==> config.mk <==
export PLATFORM = sky130hd
export DESIGN_NAME = hazard_unit
export DESIGN_NICKNAME = d
export VERILOG_FILES = /design/src/rtl/hazard_pkg.sv /design/src/rtl/hazard_unit_fwd_sel_gen.sv /design/src/rtl/hazard_unit.sv
export SDC_FILE = /design/constraint.sdc
export NUM_CORES = 1
export LEC_CHECK = 0
export CAP_MARGIN = 20
export CORE_MARGIN = 5
export CORE_UTILIZATION = 51
export CTS_CLUSTER_DIAMETER = 200
export DETAILED_ROUTE_END_ITERATION = 16
export PLACE_DENSITY = 0.82
export SYNTH_ARGS = -nofsm -noshare
export SYNTH_HDL_FRONTEND = slang
export SYNTH_SLANG_ARGS = --single-unit
==> constraint.sdc <==
create_clock -name clk -period 2.4 [get_ports clk]
set_input_delay 0.48 -clock clk [delete_from_list [all_inputs] [get_ports clk]]
set_output_delay 0.48 -clock clk [all_outputs]
set_load 0.01 [all_outputs]
==> src/rtl/hazard_pkg.sv <==
// Shared types for the pipeline hazard unit.
//   fwd_sel_t  : E-stage forwarding mux select (register file / W result / M ALU result)
//   reg_addr_t : register-file address
//   e_stage_t, m_stage_t, w_stage_t : shadow copies of the pipeline control that
//                                     the hazard unit tracks for E, M and W
package hazard_pkg;

   localparam int unsigned HZ_REG_AW = 5;

   typedef enum logic [1:0] {
      FWD_RF = 2'b00,
      FWD_W  = 2'b01,
      FWD_M  = 2'b10
   } fwd_sel_t;

   typedef logic [HZ_REG_AW-1:0] reg_addr_t;

   typedef struct packed {
      reg_addr_t rs1;
      reg_addr_t rs2;
      logic      use_rs1;
      logic      use_rs2;
      reg_addr_t rd;
      logic      regwrite;
      logic      load;
   } e_stage_t;

   typedef struct packed {
      reg_addr_t rd;
      logic      regwrite;
      logic      load;
   } m_stage_t;

   typedef struct packed {
      reg_addr_t rd;
      logic      regwrite;
   } w_stage_t;

endpackage

==> src/rtl/hazard_unit_fwd_sel_gen.sv <==
// Forward-select generator for one E-stage source operand.
//   rs_e, use_e            : source register of the instruction in E and whether it is read
//   rd_m, regwrite_m       : producer currently in M
//   rd_w, regwrite_w       : producer currently in W
//   fwd_sel                : FWD_M if M produces rs_e, else FWD_W if W does, else FWD_RF
// x0 is hard-wired zero and is never forwarded.
module fwd_sel_gen
   import hazard_pkg::*;
(
   input  reg_addr_t rs_e,
   input  logic      use_e,
   input  reg_addr_t rd_m,
   input  logic      regwrite_m,
   input  reg_addr_t rd_w,
   input  logic      regwrite_w,
   output fwd_sel_t  fwd_sel
);

   always_comb begin
      fwd_sel = FWD_RF;
      if (use_e && (rs_e != '0)) begin
         // M is the younger producer, so it takes priority over W
         if (regwrite_m && (rd_m == rs_e)) begin
            fwd_sel = FWD_M;
         end else if (regwrite_w && (rd_w == rs_e)) begin
            fwd_sel = FWD_W;
         end
      end
   end

endmodule

==> src/rtl/hazard_unit.sv <==
// Hazard detection and forwarding control for a 5-stage (F/D/E/M/W) pipeline.
// Tracks a shadow copy of the E/M/W register addresses and write controls and derives:
//   forward_srcA_e/forward_srcB_e : E-stage operand forwarding selects (00 RF, 01 W, 10 M)
//   stall_f/stall_d              : hold PC and F/D register on a load-use hazard
//   flush_d/flush_e              : clear F/D and D/E registers (taken branch / bubble)
//   stall_cnt/flush_cnt          : free-running wrap-around event counters
// Inputs: clk, rst_n (async, active-low), D-stage instruction fields, pcsrc_e.
module hazard_unit
   import hazard_pkg::*;
#(
   parameter int unsigned REG_AW = HZ_REG_AW,
   parameter int unsigned CNT_W  = 32
) (
   input  logic              clk,
   input  logic              rst_n,
   input  logic [REG_AW-1:0] rs1_d,
   input  logic [REG_AW-1:0] rs2_d,
   input  logic              use_rs1_d,
   input  logic              use_rs2_d,
   input  logic [REG_AW-1:0] rd_d,
   input  logic              regwrite_d,
   input  logic              load_d,
   input  logic              pcsrc_e,
   output logic [1:0]        forward_srcA_e,
   output logic [1:0]        forward_srcB_e,
   output logic              stall_f,
   output logic              stall_d,
   output logic              flush_d,
   output logic              flush_e,
   output logic [CNT_W-1:0]  stall_cnt,
   output logic [CNT_W-1:0]  flush_cnt
);

   e_stage_t         e_q, e_d;
   m_stage_t         m_q, m_d;
   w_stage_t         w_q, w_d;
   logic [CNT_W-1:0] stall_cnt_q, stall_cnt_d;
   logic [CNT_W-1:0] flush_cnt_q, flush_cnt_d;
   logic             lw_stall;
   fwd_sel_t         fwd_a, fwd_b;

   // Load-use: the load in E cannot supply its result until it leaves M,
   // so a dependent instruction in D waits one cycle behind a bubble.
   always_comb begin
      lw_stall = e_q.load && (e_q.rd != '0) &&
                 ((use_rs1_d && (rs1_d == e_q.rd)) ||
                  (use_rs2_d && (rs2_d == e_q.rd)));
   end

   // A taken branch squashes D anyway, so it overrides the stall.
   always_comb begin
      stall_f = lw_stall && !pcsrc_e;
      stall_d = lw_stall && !pcsrc_e;
      flush_d = pcsrc_e;
      flush_e = lw_stall || pcsrc_e;
   end

   always_comb begin
      e_d = '0;
      if (!flush_e) begin
         e_d.rs1      = rs1_d;
         e_d.rs2      = rs2_d;
         e_d.use_rs1  = use_rs1_d;
         e_d.use_rs2  = use_rs2_d;
         e_d.rd       = rd_d;
         e_d.regwrite = regwrite_d;
         e_d.load     = load_d;
      end
      m_d.rd       = e_q.rd;
      m_d.regwrite = e_q.regwrite;
      m_d.load     = e_q.load;
      w_d.rd       = m_q.rd;
      w_d.regwrite = m_q.regwrite;
      stall_cnt_d  = stall_d ? stall_cnt_q + CNT_W'(1) : stall_cnt_q;
      flush_cnt_d  = pcsrc_e ? flush_cnt_q + CNT_W'(1) : flush_cnt_q;
   end

   always_ff @(posedge clk or negedge rst_n) begin
      if (!rst_n) begin
         e_q         <= '0;
         m_q         <= '0;
         w_q         <= '0;
         stall_cnt_q <= '0;
         flush_cnt_q <= '0;
      end else begin
         e_q         <= e_d;
         m_q         <= m_d;
         w_q         <= w_d;
         stall_cnt_q <= stall_cnt_d;
         flush_cnt_q <= flush_cnt_d;
      end
   end

   fwd_sel_gen u_fwd_a (
      .rs_e       (e_q.rs1),
      .use_e      (e_q.use_rs1),
      .rd_m       (m_q.rd),
      .regwrite_m (m_q.regwrite),
      .rd_w       (w_q.rd),
      .regwrite_w (w_q.regwrite),
      .fwd_sel    (fwd_a)
   );

   fwd_sel_gen u_fwd_b (
      .rs_e       (e_q.rs2),
      .use_e      (e_q.use_rs2),
      .rd_m       (m_q.rd),
      .regwrite_m (m_q.regwrite),
      .rd_w       (w_q.rd),
      .regwrite_w (w_q.regwrite),
      .fwd_sel    (fwd_b)
   );

   assign forward_srcA_e = fwd_a;
   assign forward_srcB_e = fwd_b;
   assign stall_cnt      = stall_cnt_q;
   assign flush_cnt      = flush_cnt_q;

endmodule

After elaboration in Yosys (flattened, before gate mapping). Index checks and enable logic that the tools add are counted.

$add $sub $neg: 2. Multipliers: 0. Divide/modulo/power cells: 0. $lt $le $gt $ge: 0. Equal/unequal tests: 6. Shift operators: 0. Multiplexer cells: 7. Bitwise logic cells: 0. Reductions and logical operators: 17.

Operator list (count): $add 32x1->32 const B (2); $eq 5x5->1 (6); $mux 19 (1); $reduce_bool 5->1 (3); $logic_and 1x1->1 (11); $mux 2 (4); $logic_or 1x1->1 (2); $mux 1 (2); $logic_not 1->1 (1).

Register bits after elaboration: 95. Bits in latches: 0. Bits in writable memories: 0. ROM bits: 0. Input bits: 22. Output and inout bits: 72. Word-level logic and storage cells: 45. Memories: 0.

Longest topological paths before layout.
Word-level depth: 6. Gate-level depth with buffers: 7. Gate-level depth less buffers: 6.

By module. A second synthesis with hierarchy kept.

Cells, all modules: 373. Area, all modules: 4429.2 um^2.

Modules (own cells, without submodules): hazard_unit (times used 1, cells each 337, area each 4124.0 um^2, seq. area each 2377.3 um^2); fwd_sel_gen (times used 2, cells each 18, area each 152.6 um^2, seq. area each 0.0 um^2).

Worst setup path before layout. No wires, ideal clock.

Path type: register to output. Start: register e_q[3] in the netlist's numbering. End: output port flush_e. Data arrival time: 1598 ps. Data required time: 1920 ps. Slack: 322 ps. Cell stages (with the launch flop): 6. Path buffers: 1. Cell sequence: dfrtp_1 > or4_1 > o21a_2 > a21oi_1 > buf_2 > inv_1.

Cells in the longest elaborated chain, start to end: 5. Elaborated cells on any way between the ends: 9. Those cells by class: eq/ne: 2; reduce/logical: 7.

Ends and longest elaborated chain: start: declaration (RTL line hazard_unit.sv:34) `e_stage_t e_q, e_d;`; start signal: assignment (RTL line hazard_unit.sv:80) `e_q <= '0;`; start signal: assignment (RTL line hazard_unit.sv:86) `e_q <= e_d;`; $eq 5x5->1 (on tied branches) (RTL line hazard_unit.sv:46, hazard_unit.sv:47); $logic_and 1x1->1 (on tied branches) (RTL line hazard_unit.sv:46, hazard_unit.sv:47); $logic_or 1x1->1 (RTL line hazard_unit.sv:46) `((use_rs1_d && (rs1_d == e_q.rd)) ||`; $logic_and 1x1->1 (*) (RTL line hazard_unit.sv:45) `lw_stall = e_q.load && (e_q.rd != '0) &&`; $logic_or 1x1->1 (*) (RTL line hazard_unit.sv:55) `flush_e = lw_stall || pcsrc_e;`; end: declaration (RTL line hazard_unit.sv:29) `output logic flush_e,`.

Every way passes the cells marked *; elsewhere a longest branch is shown, timed or not.

Worst setup path after layout.
Start: register e_q[3] in the netlist's numbering. End: output port stall_f.

Cells in the longest elaborated chain, start to end: 5. Elaborated cells on any way between the ends: 9. Those cells by class: eq/ne: 2; reduce/logical: 7.

Ends and longest elaborated chain: $eq 5x5->1 (on tied branches) (RTL line hazard_unit.sv:46, hazard_unit.sv:47); $logic_and 1x1->1 (on tied branches) (RTL line hazard_unit.sv:46, hazard_unit.sv:47); $logic_or 1x1->1 (RTL line hazard_unit.sv:46); $logic_and 1x1->1 (*) (RTL line hazard_unit.sv:45); $logic_and 1x1->1 (*) (RTL line hazard_unit.sv:52) `stall_f = lw_stall && !pcsrc_e;`; end: declaration (RTL line hazard_unit.sv:26) `output logic stall_f,`.

Marks and branches as above.

==> impl_metrics.yaml <==
outcome:
  status: "completed"
synthesis:
  synth_area_per_cell_um2: 11.7
  ys_top_cells_by_count: "dfrtp_1 (95), xor2_1 (48), xnor2_1 (44)"
  syn_nets: 402
  synth_top_cell_by_area: "dfrtp_1"
  synth.top_cells.by_area: "dfrtp_1 (54%), xor2_1 (9.5%), xnor2_1 (8.7%)"
  synth_top_area_share_pct: 53.8
  yosysWarnings: 0
  synth_seq_cells: 95
  synth-edff-count: 0
  ys_types: 38
  synthArstFlopShare_pct: 100
  yosysMostFrequentCell: "dfrtp_1"
  ys_seq_area_share_pct: 53.8
  syn_inst: 378
  synth_area_um2: 4420
  synth_top_flop_cell: "dfrtp_1"
timing:
  fin_skew_ps: 19.5
  hold_viol_final: 0
  worst_pin_slew_ps: 441
  rsz0062_at_grt: "yes"
  max_freq_mhz: 423
  maxSlewViolCount: 0
  fin_crit_ps: 2370
  tns_ps: 0
  setup_viol_count_final: 0
  slew_headroom_pct: 70.4
  worst_hold_slack_ps: 42.7
  period_share_pct: 98.6
clock_tree:
  insertion_delay_ps: 370
  cts.sinks: 95
  htreeDepth: 3
  numCtsBuffers: 9
  cts_root_buffer: "clkbuf_8"
  clkTransAtPathRegs_ps: 110
  hold_buffers: 0
  clockBufferDepth: 2
  cts_tree: "done"
global_route:
  track_usage_pct: 19.7
  grt_max_degree: 64
  overflow: 0
  antenna_found_initial: 0
  grt_pass1_vias: 3380
  grt_pass1_wl_mm: 16.4
hold_path:
  min_path_type: "in2async"
die:
  core-area_um2: 8590
  dieWidth_um: 103
  start_util_pct: 51.4
  die-area_um2: 10600
  die_y_um: 103
  placement_rows: 34
  ios: 94
finish:
  drive_above_1_share_pct: 17.0
  area_growth_syn_to_layout_pct: 33.8
  layout.nets: 524
  fin_util_pct: 68.8
  n_antenna_cell: 0
job:
  maxCapViolCount: 0
critical_path:
  path_max_fanout: 3
  startpoint_type: "flip-flop"
  required_ps: 1920
  cp_data_arrival_time_ps: 1890
  rrSetupSlack_ps: 230
  r2r_cells: 8
  crit_path_frequent_cell: "buf_6"
  path_cells: "or4_4, o21a_4, buf_6, nand2b_4, nor2_4, buf_6"
  critical_path_class: "reg2out"
  slowest_delay_ps: 540
  cpMaxStageDelayCell: "or4_4"
  setup.worst_path.end_class: "output pin"
power:
  worst_ir_drop_vdd_v: 0.000363
  p_per_area_nw_per_um2: 557
  p_leak_nw: 2.71
  power_mw: 3.30
drt:
  wl_per_cell_um: 16.3
  routed_wl_mm: 9.96
  via_per_inst: 5.30
  drtIter0Drc: 66
  antenna_left: 0
  drc: 0
  vias: 3249
  firstDrtPassIters: 4
placement:
  place.gp.congestion: 0.817
  io_buffer_count: 93
  dpl.hpwl_mm: 7.36
-- worst paths after layout --
| path | start | endpoint |
|---|---|---|
| min in group clk | e_q[1] | m_q[1] |
| max reg2reg | e_q[3] | stall_cnt[16] |
| min | rst_n | flush_cnt[19] |
| max | e_q[3] | stall_f |
| min reg2reg | e_q[1] | m_q[1] |
| max in group asynchronous | rst_n | stall_cnt[12] |
-- logic make-up (layout without fill, tap and decap cells) --
family	Yosys count	in the layout	synth area share, %
and+or+nand+nor	164	164	23.8
DFF	95	95	53.8
xor gates and xnor gates	92	92	18.2
buffers and inverters	16	143	2.12
AOI/OAI and AO/OA	7	7	0.991
adders and majority gates	2	2	0.566
muxes	2	2	0.510
-- through the flow --
step	cells	area, µm²	setup slack, ps
after floorplan	378	4420	322
after global placement	590	5580	-487
after detailed placement	590	5580	-468
after CTS	610	5830	-17.2
after global routing	613	5910	-40.9
final	613	5910	33.5
-- what timing repair did --
item,in CTS,in global routing
endpoints found under the setup margin,7,14
buffers inserted,4,4
gates resized for setup,30,18
pin swaps,5,14
-- layer usage --
metal | up-vias | wire, µm | global-route usage, %
met5 | - | 0 | 0
met4 | 0 | 102 | 5.08
met3 | 12 | 487 | 4.33
met2 | 71 | 4930 | 32.3
met1 | 1616 | 4450 | 26.8
li1 | 1550 | - | -
-- sequential cells by signal (all words and copies together), names as in the netlist --
register / flops
e_q: 19
flush_cnt: 32
m_q: 6
stall_cnt: 32
w_q: 6
-- critical path, delay by kind of cell (launching register included) --
family | cells | cell delay [ps]
buffers and inverters | 2 | 230
AO/OA/AOI/OAI | 1 | 230
flip-flops | 1 | 390
AND/OR/NAND/NOR | 3 | 660
-- cells in the final DEF (no fill, tap or decap), types with 3 or more instances in the layout --
| master | n |
|---|---|
| clkbuf_8 | 9 |
| xor2_1 | 48 |
| nor3_1 | 10 |
| nor2_1 | 10 |
| nor4_1 | 10 |
| dlymetal6s2s_1 | 4 |
| inv_6 | 4 |
| xnor2_1 | 42 |
| nand3_2 | 3 |
| nor4_4 | 3 |
| buf_4 | 28 |
| and3_1 | 7 |
| and4_1 | 6 |
| nand3_1 | 25 |
| nor4_2 | 9 |
| inv_1 | 5 |
| and2_1 | 24 |
| dfrtp_1 | 95 |
| buf_6 | 3 |
| clkdlybuf4s50_1 | 80 |
| nand4_1 | 17 |
| nand2_1 | 26 |
-- area by class of cell --
| type | count | area (µm²) |
|---|---|---|
| clock buffers | 9 | 124 |
| clock inverters | 7 | 60.1 |
| fillers | 641 | 2680 |
| inverters | 5 | 18.8 |
| multi-input cells | 267 | 2040 |
| flip-flops and latches | 95 | 2380 |
| well taps | 108 | 135 |
| repair buffers | 122 | 1160 |
-- power breakdown --
| part | switching, mW | internal, mW |
|---|---|---|
| logic | 0.211 | 0.275 |
| registers | 0.111 | 1.69 |
| clock network | 0.610 | 0.400 |
Note: power is estimated with default switching activity, not from simulation.
